--- src/rtl/aes_sched_pkg.sv ---
// aes_sched_pkg: shared types and constants for the AES-128 round sequencer.
// Optional build macro AES_SCHED_TIMEOUT_EN adds the ERR state to the state enum.
package aes_sched_pkg;

    localparam int AES128_ROUNDS = 10;
    localparam int RK_IDX_W      = 4;

    typedef logic [127:0] block_t;

`ifdef AES_SCHED_TIMEOUT_EN
    typedef enum logic [2:0] {
        IDLE,
        KEY,
        GO,
        WAIT,
        OUT,
        ERR
    } sched_state_e;
`else
    typedef enum logic [2:0] {
        IDLE,
        KEY,
        GO,
        WAIT,
        OUT
    } sched_state_e;
`endif

endpackage

--- src/rtl/aes_sched_wdog.sv ---
// aes_sched_wdog: loadable down-counter that flags expiry when it reaches zero.
// Used by aes_round_sched only when AES_SCHED_TIMEOUT_EN is defined.
module aes_sched_wdog
    import aes_sched_pkg::*;
#(
    parameter int WIDTH = 7
) (
    input  logic             clk,
    input  logic             rst,
    input  logic             load_i,
    input  logic [WIDTH-1:0] load_val_i,
    input  logic             dec_i,
    output logic             expired_o
);

    logic [WIDTH-1:0] cnt_q;

    // Load takes priority; otherwise count down and saturate at zero.
    always_ff @(posedge clk) begin
        if (rst) begin
            cnt_q <= '0;
        end else if (load_i) begin
            cnt_q <= load_val_i;
        end else if (dec_i && (cnt_q != '0)) begin
            cnt_q <= cnt_q - WIDTH'(1);
        end
    end

    assign expired_o = (cnt_q == '0);

endmodule

--- src/rtl/aes_round_sched.sv ---
// aes_round_sched: sequences one round_tf instance through a full AES-128
// encryption (initial AddRoundKey, nine full rounds, final round from the
// ShiftRows tap), fetching round keys 0..10 over a request/valid handshake.
// Build macro AES_SCHED_TIMEOUT_EN: watchdog on rtf_done_i with sticky ERR state.
module aes_round_sched
    import aes_sched_pkg::*;
#(
    parameter int NUM_ROUNDS     = AES128_ROUNDS,
    parameter int TIMEOUT_CYCLES = 64
) (
    input  logic                clk,
    input  logic                rst,
    input  logic                start_i,
    input  logic [127:0]        pt_i,
    output logic                ready_o,
    output logic                rk_req_o,
    output logic [RK_IDX_W-1:0] rk_idx_o,
    input  logic                rk_valid_i,
    input  logic [127:0]        rk_i,
    output logic                rtf_start_o,
    output logic [127:0]        rtf_b_o,
    input  logic [127:0]        rtf_sr_i,
    input  logic [127:0]        rtf_mc_i,
    input  logic                rtf_done_i,
    output logic [127:0]        ct_o,
    output logic                valid_o,
    input  logic                ready_i,
    output logic                err_o
);

    localparam logic [RK_IDX_W-1:0] LAST_RND = RK_IDX_W'(NUM_ROUNDS);

    sched_state_e        state_q;
    sched_state_e        state_d;
    logic [RK_IDX_W-1:0] ctr_q;
    block_t              blk_q;
    logic                last_rnd;

    assign last_rnd = (ctr_q == LAST_RND);

`ifdef AES_SCHED_TIMEOUT_EN
    localparam int WDOG_W = $clog2(TIMEOUT_CYCLES + 1);

    logic wdog_expired;

    // Armed in GO so that expiry lands exactly TIMEOUT_CYCLES cycles into WAIT.
    aes_sched_wdog #(
        .WIDTH (WDOG_W)
    ) u_wdog (
        .clk        (clk),
        .rst        (rst),
        .load_i     (state_q == GO),
        .load_val_i (WDOG_W'(TIMEOUT_CYCLES - 1)),
        .dec_i      (state_q == WAIT),
        .expired_o  (wdog_expired)
    );
`else
    // The watchdog limit has no effect when the timeout is compiled out.
    logic [31:0] unused_timeout_cfg;
    assign unused_timeout_cfg = 32'(TIMEOUT_CYCLES);
`endif

    // State register.
    always_ff @(posedge clk) begin
        if (rst) begin
            state_q <= IDLE;
        end else begin
            state_q <= state_d;
        end
    end

    // Block state and round counter: load plaintext, fold in keys, take round results.
    always_ff @(posedge clk) begin
        if (rst) begin
            ctr_q <= '0;
            blk_q <= '0;
        end else begin
            case (state_q)
                IDLE: begin
                    if (start_i) begin
                        blk_q <= pt_i;
                        ctr_q <= '0;
                    end
                end
                KEY: begin
                    if (rk_valid_i) begin
                        blk_q <= blk_q ^ rk_i;
                        if (!last_rnd) begin
                            ctr_q <= ctr_q + RK_IDX_W'(1);
                        end
                    end
                end
                WAIT: begin
                    if (rtf_done_i) begin
                        blk_q <= last_rnd ? rtf_sr_i : rtf_mc_i;
                    end
                end
                default: begin
                end
            endcase
        end
    end

    // Next-state logic; done is only looked at in WAIT, never in GO.
    always_comb begin
        state_d = state_q;
        case (state_q)
            IDLE: begin
                if (start_i) begin
                    state_d = KEY;
                end
            end
            KEY: begin
                if (rk_valid_i) begin
                    state_d = last_rnd ? OUT : GO;
                end
            end
            GO: begin
                state_d = WAIT;
            end
            WAIT: begin
                if (rtf_done_i) begin
                    state_d = KEY;
                end
`ifdef AES_SCHED_TIMEOUT_EN
                else if (wdog_expired) begin
                    state_d = ERR;
                end
`endif
            end
            OUT: begin
                if (ready_i) begin
                    state_d = IDLE;
                end
            end
`ifdef AES_SCHED_TIMEOUT_EN
            ERR: begin
                state_d = ERR;
            end
`endif
            default: begin
                state_d = IDLE;
            end
        endcase
    end

    // Outputs decoded from the registered state; ciphertext is exposed only while valid.
    always_comb begin
        ready_o     = (state_q == IDLE);
        rk_req_o    = (state_q == KEY);
        rtf_start_o = (state_q == GO);
        valid_o     = (state_q == OUT);
`ifdef AES_SCHED_TIMEOUT_EN
        err_o       = (state_q == ERR);
`else
        err_o       = 1'b0;
`endif
        rk_idx_o    = ctr_q;
        rtf_b_o     = blk_q;
        ct_o        = valid_o ? blk_q : '0;
    end

endmodule

--- config.mk ---
export PLATFORM = sky130hd
export DESIGN_NAME = aes_round_sched
export DESIGN_NICKNAME = d
export VERILOG_FILES = /design/src/rtl/aes_sched_pkg.sv /design/src/rtl/aes_sched_wdog.sv /design/src/rtl/aes_round_sched.sv
export SDC_FILE = /design/constraint.sdc
export NUM_CORES = 1
export LEC_CHECK = 0
export BUFFER_PORTS_ARGS = -buffer_cell sky130_fd_sc_hd__buf_4
export CAP_MARGIN = 20
export CORE_AREA = 2 2 303 305
export CTS_BUF_LIST = sky130_fd_sc_hd__clkbuf_4
export DETAILED_ROUTE_END_ITERATION = 8
export DIE_AREA = 0 0 305 307
export GPL_ROUTABILITY_DRIVEN = 0
export HOLD_SLACK_MARGIN = 0.08
export SYNTH_ARGS = -nofsm -noshare
export SYNTH_HDL_FRONTEND = slang
export SYNTH_SLANG_ARGS = --single-unit
export TNS_END_PERCENT = 100
--- constraint.sdc ---
create_clock -name clk -period 2.8 [get_ports clk]
set_clock_uncertainty 0.1 [all_clocks]
set_input_delay 0.84 -clock clk [delete_from_list [all_inputs] [get_ports clk]]
set_output_delay 0.84 -clock clk [all_outputs]
set_load 0.005 [all_outputs]
# Word level (Yosys, flattened, before mapping)
# Index checks and enable logic that the tools add are counted.
[totals] input_bits=518 register_bits=135 out_inout_bits=265 wordCells=37
[op_classes] bitwise_logic=1 n_reduce_logical=6 eq_ne=10 n_mux=16 add_sub_neg=1
[ops] op="$mux W128" n=5
[ops] op="$pmux W128 S3" n=1
[ops] op="$xor A128 B128 Y128" n=1
[ops] op="$mux W3" n=5
[ops] op="$pmux W3 S5" n=1
[ops] op="$mux W4" n=3
[ops] op="$reduce_and A4 Y1" n=3
[ops] op="$pmux W4 S2" n=1
[ops] op="$eq A3 B2 Y1 const B" n=2
[ops] op="$ne A2 B2 Y1 const B" n=3
[ops] op="$add A4 B1 Y4 const B" n=1
[ops] op="$eq A4 B4 Y1 const B" n=1
[ops] op="$ne A2 B1 Y1 const B" n=2
[ops] op="$eq A3 B1 Y1 const B" n=1
[ops] op="$eq A3 B3 Y1 const B" n=1
[ops] op="$logic_not A3 Y1" n=1
[ops] op="$reduce_bool A3 Y1" n=1
[ops] op="$reduce_bool A2 Y1" n=1

# Logic depth before layout (Yosys ltp)
# Gate-level depths: netlist of the first run.
[depth] ltp_word=4 depth_mapped=8 mapped_depth_nobuf=6

# Worst setup path before layout of the first run
# No wires, ideal clock.
[synth_timing] kind="register -> output" startpoint="register state_q[1]" endpoint="output ct_o[100]" path_stages_with_launch=6 n_path_buf=3 required_ns=1.860 arrival_time_ns=1.348 path_slack_ns=0.512 path_cell_list="dfxtp_1 buf_2 nor3b_1 clkbuf_1 clkbuf_1 and2_1"
[synth_via] elab_chain_cells=2
[synth_lines] element="start, declared" line="aes_round_sched.sv:33" source="sched_state_e state_q;"
[synth_lines] element="start signal, assigned" line="aes_round_sched.sv:68" source="state_q <= state_d;"
[synth_lines] element="$eq A3 B3 Y1" line="aes_round_sched.sv:152" source="valid_o = (state_q == OUT);"
[synth_lines] element="$mux W128" line="aes_round_sched.sv:160" source="ct_o = valid_o ? blk_q : '0;"
[synth_lines] element="end, declared" line="aes_round_sched.sv:25" source="output logic [127:0] ct_o,"
# No other way between the ends.

# Worst setup path in the final report of the first run
[layout_timing] startpoint="register state_q[1]" endpoint="output ct_o[19]"
# Same word-level chain as after synthesis.

==> results of run 1 <==
==> power by group through the flow <==
stage | combinational (mW) | sequential (mW) | clock (mW)
finish | 3.56 | 2.68 | 1.39
global route | 3.85 | 2.73 | 1.59
CTS | 3.59 | 2.68 | 1.54
detailed placement | 3.54 | 2.72 | 0
global placement | 3.50 | 2.72 | 0
floorplan | 2.09 | 2.56 | 0
==> path summary, 6_finish.rpt <==
| check | startpoint | end | slack [ps] | depth (start not counted) |
|---|---|---|---|---|
| max | state_q[1] | ct_o[19] | -190 | 5 |
| min reg2reg | rk_idx_o[0] | rk_idx_o[0] | 450 | 2 |
| max reg2reg | state_q[1] | rtf_b_o[124] | 380 | 9 |
| min | pt_i[95] | rtf_b_o[95] | 350 | 3 |
==> registers in the layout (all words and copies together) (netlist names) <==
| signal | count |
|---|---|
| state_q | 3 |
| rtf_b_o | 128 |
| rk_idx_o | 4 |
==> kinds of logic after synthesis <==
logic type	share of synthesized area, %
AND/OR/NAND/NOR	21.31
AO/OA/AOI/OAI	26.52
flip-flops	23.44
multiplexers	12.67
XOR/XNOR	9.723
buffers and inverters	6.077
adder cells (fa/ha/maj)	0.2170
other	0.03252
==> routing by layer <==
layer	vias up	global-route usage [%]	routed length (um)
met5	-	0	31
met4	6	4.041	1500
met3	64	3.777	4616
met2	528	19.18	28080
met1	5675	12.94	22480
li1	5843	-	-
==> timing repair <==
| item | 4_1_cts | 5_1_grt |
|---|---|---|
| gates resized for setup | 19 | 45 |
| setup buffers | 10 | 5 |
| endpoints found under the setup margin | 132 | 132 |
| pin swaps | 4 | 4 |
| cloned | 1 | 4 |
==> metrics by stage <==
| step | power [mW] | util (%) | cells | setup WS [ps] | setup TNS, ps |
|---|---|---|---|---|---|
| finish | 7.627 | 21.51 | 3157 | -191.1 | -20390 |
| global route | 8.166 | 21.50 | 3155 | -393.7 | -47190 |
| CTS | 7.807 | 21.19 | 3137 | -325.2 | -36380 |
| detailed placement | 6.254 | 20.74 | 3094 | 371.1 | 0 |
| global placement | 6.212 | 20.74 | 3094 | 404.4 | 0 |
| floorplan | 4.647 | - | 1199 | 511.7 | 0 |
==> worst max-delay path: stages (launching register included) <==
cell     delay, ps
dfxtp_4        400
nor3b_4        210
buf_6          200
buf_16         200
and2_4         180
buf_6           90
==> area by class of cell <==
| type | instances | area [um2] |
|---|---|---|
| Sequential cell | 135 | 2709 |
| Fill cell | 9972 | 71180 |
| Multi-Input combinational cell | 940 | 8229 |
| Inverter | 5 | 21.27 |
| Tap cell | 1186 | 1484 |
| Antenna cell | 12 | 30.03 |
| Clock buffer | 17 | 127.6 |
| Clock inverter | 15 | 117.6 |
| Timing Repair Buffer | 847 | 6789 |
==> Yosys cell counts, types with 3 or more instances <==
library cell,number,share of area (%)
a211oi_1,30,2.0
nor2_4,58,5.7
nor2_1,164,5.3
and2_1,128,6.9
a211oi_2,98,11
clkbuf_1,46,1.5
dfxtp_1,135,23
nor2_2,40,2.2
buf_12,6,1.0
nor2b_1,4,0.22
buf_2,56,2.4
a21oi_1,4,0.17
mux2_2,128,13
a221oi_2,63,8.2
inv_1,5,0.16
nor3_1,3,0.13
buf_6,5,0.49
a221oi_1,64,4.9
o21ai_0,3,0.13
buf_4,5,0.33
xnor2_1,127,9.6
==> placed cells by master, fill, tap and decap left out, types with 3 or more instances in the layout <==
master and instances:
clkbuf_16 3, inv_1 4, mux2_2 128, buf_16 3
a221oi_1 64, o21ai_0 3, nor2_1 162, inv_6 7
nor2_4 60, diode_2 12, buf_12 17, nor2b_1 4
and2_1 110, and2_4 18, a21oi_1 4, xnor2_1 127
a211oi_1 30, a211oi_2 98, nor2_2 40, dfxtp_1 132
a221oi_2 63, clkbuf_4 17, buf_4 797, buf_6 26
==> results.py, run 1 <==
metrics = {
    "run_status": {
        "status": "finished with violations",
        "violations": "negative setup slack",
    },
    "logic_synthesis": {
        "yosysWarnings": 0,
        "synth_async_sr_flop_share_pct": 0,
        "synth_area_um2": 11530,
        "synth-seq-cells": 135,
        "synth_edf_count": 0,
        "synthesis.nets": 1719,
        "synth_ff_type": "dfxtp_1",
        "syn_inst": 1199,
        "yosysSeqAreaShare_pct": 23.44,
        "synth.distinct_cells": 44,
        "avgSynthCellArea_um2": 9.616,
    },
    "critical_path": {
        "crit_arrival_ps": 2050,
        "end_kind": "output pin",
        "start_kind": "flop",
        "crit_required_ps": 1860,
        "path_class": "reg2out",
        "cp_max_fo": 32,
    },
    "routing": {
        "drt_iter0_markers": 598,
        "drc": 0,
        "via_per_inst": 3.838,
        "dr.pass1.iters": 4,
        "antenna_left": 0,
        "wl_per_cell_um": 17.96,
        "routed_wl_um": 56710,
        "vias": 12116,
    },
    "layout": {
        "synthToLayoutAreaGrowth_pct": 69.19,
        "final_nets": 2466,
        "layout-drive-gt1-share_pct": 66.11,
        "finalInstanceArea_um2": 19510,
    },
    "clock_network": {
        "clock_sink_count": 135,
        "clk_pin_slew_ps": 190,
        "cts_tree": "yes",
        "clkLatencyLatePin_ps": 710,
        "ctsRootBufferMaster": "clkbuf_4",
        "numCtsBuffers": 17,
        "htree_levels": 4,
        "clockBufferDepth": 2,
        "cts_hold_buf": 0,
    },
    "global_routing": {
        "antenna_found_initial": 12,
        "grt_pass1_vias": 11946,
        "track_usage_pct": 11.21,
        "overflow": 0,
        "grt_max_degree": 67,
        "grt_pass1_wl_um": 78290,
    },
    "timing": {
        "hold_slack_ps": 348.7,
        "timing.fmax_mhz": 334.3,
        "rsz0062_at_grt": "true",
        "relSlewSlack_pct": 54.49,
        "finalSetupViolations": 130,
        "worst_pin_slew_ps": 681.7,
        "drv_slew": 0,
        "finalCriticalPeriod_ps": 2991,
        "worst_slack_ps": -191.1,
        "period_share_pct": 106.8,
        "hold_viol": 0,
    },
    "floorplan": {
        "die_x_um": 305,
        "pin_count": 783,
        "dieHeight_um": 307,
        "core-area_um2": 90690,
        "rows": 111,
        "start_util_pct": 12.71,
        "fp.dieArea_um2": 93640,
    },
    "flow_run": {
        "maxCapViolCount": 0,
    },
    "power": {
        "power_frac_seq_pct": 35.1,
        "intPower_mw": 4.497,
        "powerDensity_nw_per_um2": 391.0,
        "switching_share_pct": 41.04,
        "p_sw_mw": 3.130,
        "pwr-share-clk_pct": 18.2,
        "leakagePower_nw": 7.949,
        "vdd_drop_max_v": 0.0002333,
        "combPwrFrac_pct": 46.7,
    },
    "placed_design": {
        "placed_cell_area_um2": 18810,
        "post-dp-hpwl_um": 44790,
        "io_buffers": 781,
    },
    "worst_hold_path": {
        "holdCritPathClass": "in2reg",
    },
}
Power figures use the tool's default switching activity.
==> inputs of run 2 (changes only) <==
- CTS_BUF_LIST: sky130_fd_sc_hd__clkbuf_4 -> sky130_fd_sc_hd__clkbuf_16
- RECOVER_POWER: not set -> 25
- SLEW_MARGIN: not set -> 20
==> run 2 against run 1 <==
Compared with the run above: the flow now finishes without violations; core utilization down 0.058 points; non-clock buffer count down 15; total power up 10%; highest routed layer unchanged; hold slack better by 95 ps; register-to-register slack worse by 240 ps; first-iteration DRC count down 8.7%; wire length down 1.9%.
==> results.py, run 2 (synthesis results as in run 1) <==
metrics = {
    "critical_path": {
        "crit_arrival_ps": 1790,
        "path_delay_family": "buffers and inverters",
        "crit_path_max_incr_delay_ps": 390,
        "path_class": "reg2out",
        "crit_required_ps": 1860,
        "crit_buf_inv": 3,
        "cp_max_fo": 32,
        "start_kind": "flop",
        "end_kind": "output pin",
        "crit_slowest_cell": "dfxtp_4",
        "critical_path.cell_chain": "nor3b_4 -> buf_6 -> buf_16 -> and2_1 -> buf_4",
    },
    "layout": {
        "layout-drive-gt1-share_pct": 64.51,
        "final_nets": 2451,
        "final_cells": 3134,
        "largest_reg_flops": 128,
        "final_common_cell": "buf_4",
        "synthToLayoutAreaGrowth_pct": 68.74,
        "final_cell_mix": "734 x buf_4, 163 x nor2_1, 133 x dfxtp_1",
        "finalInstanceArea_um2": 19450,
    },
    "floorplan": {
        "pin_count": 783,
        "fp.dieArea_um2": 93640,
        "core-area_um2": 90690,
        "dieHeight_um": 307,
        "rows": 111,
        "die_x_um": 305,
        "start_util_pct": 12.71,
    },
    "placed_design": {
        "io_buffers": 781,
        "post-dp-hpwl_um": 44790,
        "placedCellCount": 3094,
        "placed_cell_area_um2": 18810,
    },
    "clock_network": {
        "clockBufferDepth": 2,
        "numCtsBuffers": 17,
        "cts_tree": "yes",
        "ctsRootBufferMaster": "clkbuf_16",
        "clk_pin_slew_ps": 80,
        "cts_hold_buf": 0,
        "htree_levels": 4,
        "clkLatencyLatePin_ps": 470,
        "clock_sink_count": 135,
    },
    "routing": {
        "dr.pass1.iters": 6,
        "wl_per_cell_um": 17.75,
        "antenna_left": 0,
        "via_per_inst": 3.849,
        "vias": 12064,
        "routed_wl_um": 55630,
        "drt_iter0_markers": 546,
        "drc": 0,
    },
    "timing": {
        "relSlewSlack_pct": 54.35,
        "rsz0062_at_grt": "true",
        "finalCriticalPeriod_ps": 2731,
        "period_share_pct": 97.54,
        "hold_viol": 0,
        "finalSetupViolations": 0,
        "timing.fmax_mhz": 366.2,
        "drv_slew": 0,
        "worst_pin_slew_ps": 684.7,
    },
    "run_status": {
        "status": "finished clean",
    },
    "power": {
        "leakagePower_nw": 7.900,
        "vdd_drop_max_v": 0.0004340,
        "finalPower_mw": 8.418,
        "powerDensity_nw_per_um2": 432.7,
    },
    "global_routing": {
        "antenna_found_initial": 10,
        "grt_max_degree": 67,
        "track_usage_pct": 11.18,
        "overflow": 0,
        "grt_pass1_vias": 11894,
        "grt_pass1_wl_um": 78190,
    },
    "flow_run": {
        "maxCapViolCount": 0,
    },
    "worst_hold_path": {
        "holdCritPathClass": "reg2reg",
    },
}
==> run 2: per-layer routing <==
| metal | vias to the layer above | track usage, % | share of wire [%] | routed length (um) |
|---|---|---|---|---|
| li1 | 5805 | - | - | - |
| met1 | 5646 | 12.98 | 40 | 22330 |
| met2 | 536 | 19.05 | 49 | 27140 |
| met3 | 71 | 3.756 | 8.2 | 4560 |
| met4 | 6 | 4.041 | 2.8 | 1557 |
| met5 | - | 0 | 0.056 | 31 |
==> run 2: worst register-to-register path, cell delays in order (launching register included) <==
cell and delay [ps]:
dfxtp_1 420, inv_1 70, ha_1 230, nand3b_4 110
buf_12 220, clkbuf_1 590, mux2_2 470, a221oi_2 260
a211oi_2 90
==> run 2: power breakdown <==
part	total (mW)	switching, mW	internal [mW]
logic	3.48	1.63	1.85
clock network	2.26	1.11	1.15
registers	2.67	0.454	2.22
==> run 2: path summary, 6_finish.rpt <==
kind / endpoint / cells after the start / slack [ps] / from
setup reg to reg: rtf_b_o[71] / 8 / 140 / rk_idx_o[0]
setup / recovery: ct_o[15] / 5 / 70 / state_q[1]
hold reg to reg: rk_idx_o[0] / 2 / 440 / rk_idx_o[0]
hold / removal: rk_idx_o[0] / 2 / 440 / rk_idx_o[0]
==> run 2: through the flow <==
| stage | util (%) | TNS, ps | worst slack, ps | hold slack [ps] |
|---|---|---|---|---|
| global route | 21.45 | -759.3 | -32.68 | 469.4 |
| detailed placement | 20.74 | 0 | 371.1 | 430.0 |
| global placement | 20.74 | 0 | 404.4 | 411.0 |
| floorplan | - | 0 | 511.7 | 404.8 |
| finish | 21.45 | 0 | 69.00 | 443.9 |
| CTS | 21.40 | 0 | 2.380 | 447.2 |
==> run 2: layout make-up <==
| class | instances | area [um2] |
|---|---|---|
| diodes | 4 | 10.01 |
| clock buffers | 17 | 425.4 |
| clock inverters | 15 | 117.6 |
| fillers | 10015 | 71240 |
| inverters | 5 | 18.77 |
| multi-input cells | 940 | 8168 |
| flip-flops and latches | 135 | 2708 |
| well taps | 1186 | 1484 |
| repair buffers | 832 | 6524 |
==> run 2: what timing repair did <==
action,CTS,global route
hold endpoints to repair,0,0
pin swaps,1,2
gates cloned,1,1
setup endpoints to repair,129,67
gates resized for setup,4,9
setup buffers,2,0
==> inputs of run 3 (changes only) <==
- ABC_AREA: not set -> 1
- CORE_AREA: 2 2 303 305 -> 2 2 305 307
- DIE_AREA: 0 0 305 307 -> 0 0 307 309
==> run 3 against run 2 <==
Compared with the run above: combinational power increased to 2.8 times the previous value; synthesized cell count increased by 78%; setup slack got worse by 79 ps; fmax decreased by 2.8%; sequential cell count unchanged; hold slack improved by 8.0 ps; clock power decreased by 2%; wire length increased by 13%; the flow now finishes with violations (negative setup slack); final cell count increased by 30%; sequential power increased by 30%.
==> results.py, run 3 <==
metrics = {
    "logic_synthesis": {
        "synthSimpleGateAreaFrac_pct": 34.85,
        "synth.most_common_cell": "nand2_1",
        "yosysWarnings": 0,
        "synth_common_cells": "531 x nand2_1, 528 x nor2_1, 397 x inv_1",
        "synthMuxAreaShare_pct": 0,
        "synth_area_um2": 11640,
        "yosysSeqAreaShare_pct": 23.22,
        "synth_top_family_by_area": "simple AND/OR/NAND/NOR gates",
        "synth_compound_area_share_pct": 14.02,
        "synth.distinct_cells": 23,
        "synth-seq-cells": 135,
        "synth_edf_count": 0,
        "synthesis.nets": 2650,
        "synth_ff_type": "dfxtp_1",
        "synthXorXnorAreaFrac_pct": 9.708,
        "synth_fa_ha_area_share_pct": 0.2150,
        "synth_area_leaders": "dfxtp_1 23%, nand2_1 17%, nor2_1 17%, inv_1 13%, xor2_1 9.6%",
        "synth_top_cell_by_area": "dfxtp_1",
        "avgSynthCellArea_um2": 5.464,
        "synth_async_sr_flop_share_pct": 0,
        "synth_top_area_share_pct": 23.22,
        "syn_inst": 2130,
    },
    "timing": {
        "rsz0062_at_grt": "true",
        "relSlewSlack_pct": 4.293,
        "finalCriticalPeriod_ps": 2810,
        "hold_slack_ps": 451.9,
        "worst_pin_slew_ps": 1436,
        "timing.fmax_mhz": 355.9,
        "hold_viol": 0,
        "period_share_pct": 100.4,
        "drv_slew": 0,
        "finalSetupViolations": 1,
        "worst_slack_ps": -9.856,
    },
    "global_routing": {
        "grt_pass1_wl_um": 87770,
        "use_met2_pct": 20.79,
        "use_met1_pct": 14.63,
        "antenna_found_initial": 8,
        "met3_usage_pct": 3.028,
        "grt_pass1_vias": 14401,
        "grt_max_degree": 68,
        "busiest_layer": "met2",
        "track_usage_pct": 12.43,
        "overflow": 0,
    },
    "routing": {
        "routed_wl_um": 62710,
        "wl_per_cell_um": 15.34,
        "dr.pass1.iters": 7,
        "drt_iter0_markers": 980,
        "via_per_inst": 3.770,
        "antenna_left": 0,
        "drc": 0,
        "vias": 15412,
    },
    "clock_network": {
        "clkLatencyLatePin_ps": 470,
        "ctsRootBufferMaster": "clkbuf_16",
        "clk_pin_slew_ps": 70,
        "cts_tree": "yes",
        "clockBufferDepth": 2,
        "numCtsBuffers": 17,
        "htree_levels": 4,
        "clock_sink_count": 135,
    },
    "critical_path": {
        "cp_max_fo": 48,
        "r2r_slack_ps": 60,
        "end_kind": "output pin",
        "r2r-start": "state_q[0]",
        "worstReg2RegEnd": "rtf_b_o[4]",
        "path_class": "reg2out",
        "crit_required_ps": 1860,
        "r2r_cells": 7,
        "start_kind": "flop",
        "crit_arrival_ps": 1870,
    },
    "run_status": {
        "violations": "negative setup slack",
        "status": "finished with violations",
    },
    "worst_hold_path": {
        "hold_path_end": "state_q[0]",
        "min_from": "state_q[0]",
        "holdPathStages": 2,
        "holdCritPathClass": "reg2reg",
    },
    "layout": {
        "nFillCells": 10489,
        "final_core_util_pct": 21.64,
        "final_cell_mix": "766 x buf_4, 531 x nand2_1, 525 x nor2_1",
        "final_nets": 3406,
        "layout-drive-gt1-share_pct": 30.33,
        "largest_reg_flops": 128,
        "synthToLayoutAreaGrowth_pct": 69.89,
        "final_cells": 4088,
        "final_common_cell": "buf_4",
        "multiInputGateArea_um2": 6902,
        "seq_area_um2": 2705,
    },
    "flow_run": {
        "maxCapViolCount": 0,
    },
    "placed_design": {
        "place_ws_ps": 236.5,
        "post-dp-hpwl_um": 51170,
        "placedCellCount": 4051,
        "io_buffers": 781,
    },
    "floorplan": {
        "fp.dieArea_um2": 94860,
        "rows": 111,
        "start_util_pct": 12.74,
        "core-area_um2": 91390,
        "pin_count": 783,
        "die_x_um": 307,
        "dieHeight_um": 309,
    },
    "power": {
        "vdd_drop_max_v": 0.0003520,
        "leakagePower_nw": 11.16,
        "finalPower_mw": 15.49,
        "powerDensity_nw_per_um2": 783.6,
    },
}
[run 3: changes by cell type after synthesis, moves of 64 or more]
cell      before  now
nand2_1        1  531
inv_1          5  397
nor2_1       164  528
a21oi_1        4  133
and2_1       128    0
mux2_2       128    0
o211ai_1       0  128
xor2_1         1  128
xnor2_1      127    1
a211oi_2      98    0
a221oi_1      64    0
[run 3: critical path, stage by stage, from the launching register on]
cell,delay (ps)
dfxtp_2,360
nor3_4,240
inv_4,70
buf_12,170
clkbuf_16,250
nor2_1,90
buf_4,120
[run 3: through the flow]
step                setup TNS [ps]  cell area [um2]
finish                      -9.856            19770
detailed placement               0            19270
CTS                         -666.2            19830
global placement                 0            19270
floorplan                        0            11640
global route                 -1208            19770
[run 3: worst max-delay path by stage]
stage                           end  slack (ps)       start  cells past startpoint
after global routing       ct_o[31]         -70  state_q[1]                      6
after floorplan           ct_o[107]         540  state_q[2]                      6
final                      ct_o[27]         -10  state_q[1]                      6
after global placement     ct_o[27]         290  state_q[0]                      6
after CTS                  ct_o[62]         -60  state_q[2]                      7
after detailed placement   ct_o[36]         240  state_q[1]                      6
[run 3: cells by family (layout without fill, tap and decap cells)]
logic type,count (synthesis),in the layout
buffers and inverters,527,1295
adder cells (fa/ha/maj),2,2
flip-flops,135,135
AO/OA/AOI/OAI,262,262
other,1,5
AND/OR/NAND/NOR,1074,1074
XOR/XNOR,129,129
[run 3: layout make-up]
type,count,area share [%]
clock buffer,17,2.151
clock inverter,14,0.4872
sequential,135,13.68
timing repair buffer,864,33.58
antenna,4,0.05062
multi-input combinational,1468,34.90
tap,1186,7.505
inverter,400,7.644
[run 3: repair_timing]
action                     4_1_cts  5_1_grt
setup endpoints to repair      128       42
pin swaps                        1        1
hold buffers                     0        0
cloned                           0        1
setup buffers                    1        0
gates resized for setup          9        4
[run 3: routing by layer]
| layer | vias up | wire, um | share of wire (%) |
|---|---|---|---|
| li1 | 7825 | - | - |
| met1 | 6864 | 26050 | 42 |
| met2 | 630 | 29530 | 47 |
| met3 | 91 | 4436 | 7.1 |
| met4 | 2 | 2671 | 4.3 |
| met5 | - | 13 | 0.021 |
[run 3: power by group]
group          total [mW]  internal [mW]  switching, mW
sequential           3.47           2.68          0.791
clock                2.22           1.19           1.04
combinational        9.80           4.21           5.60
total                15.5           8.07           7.42
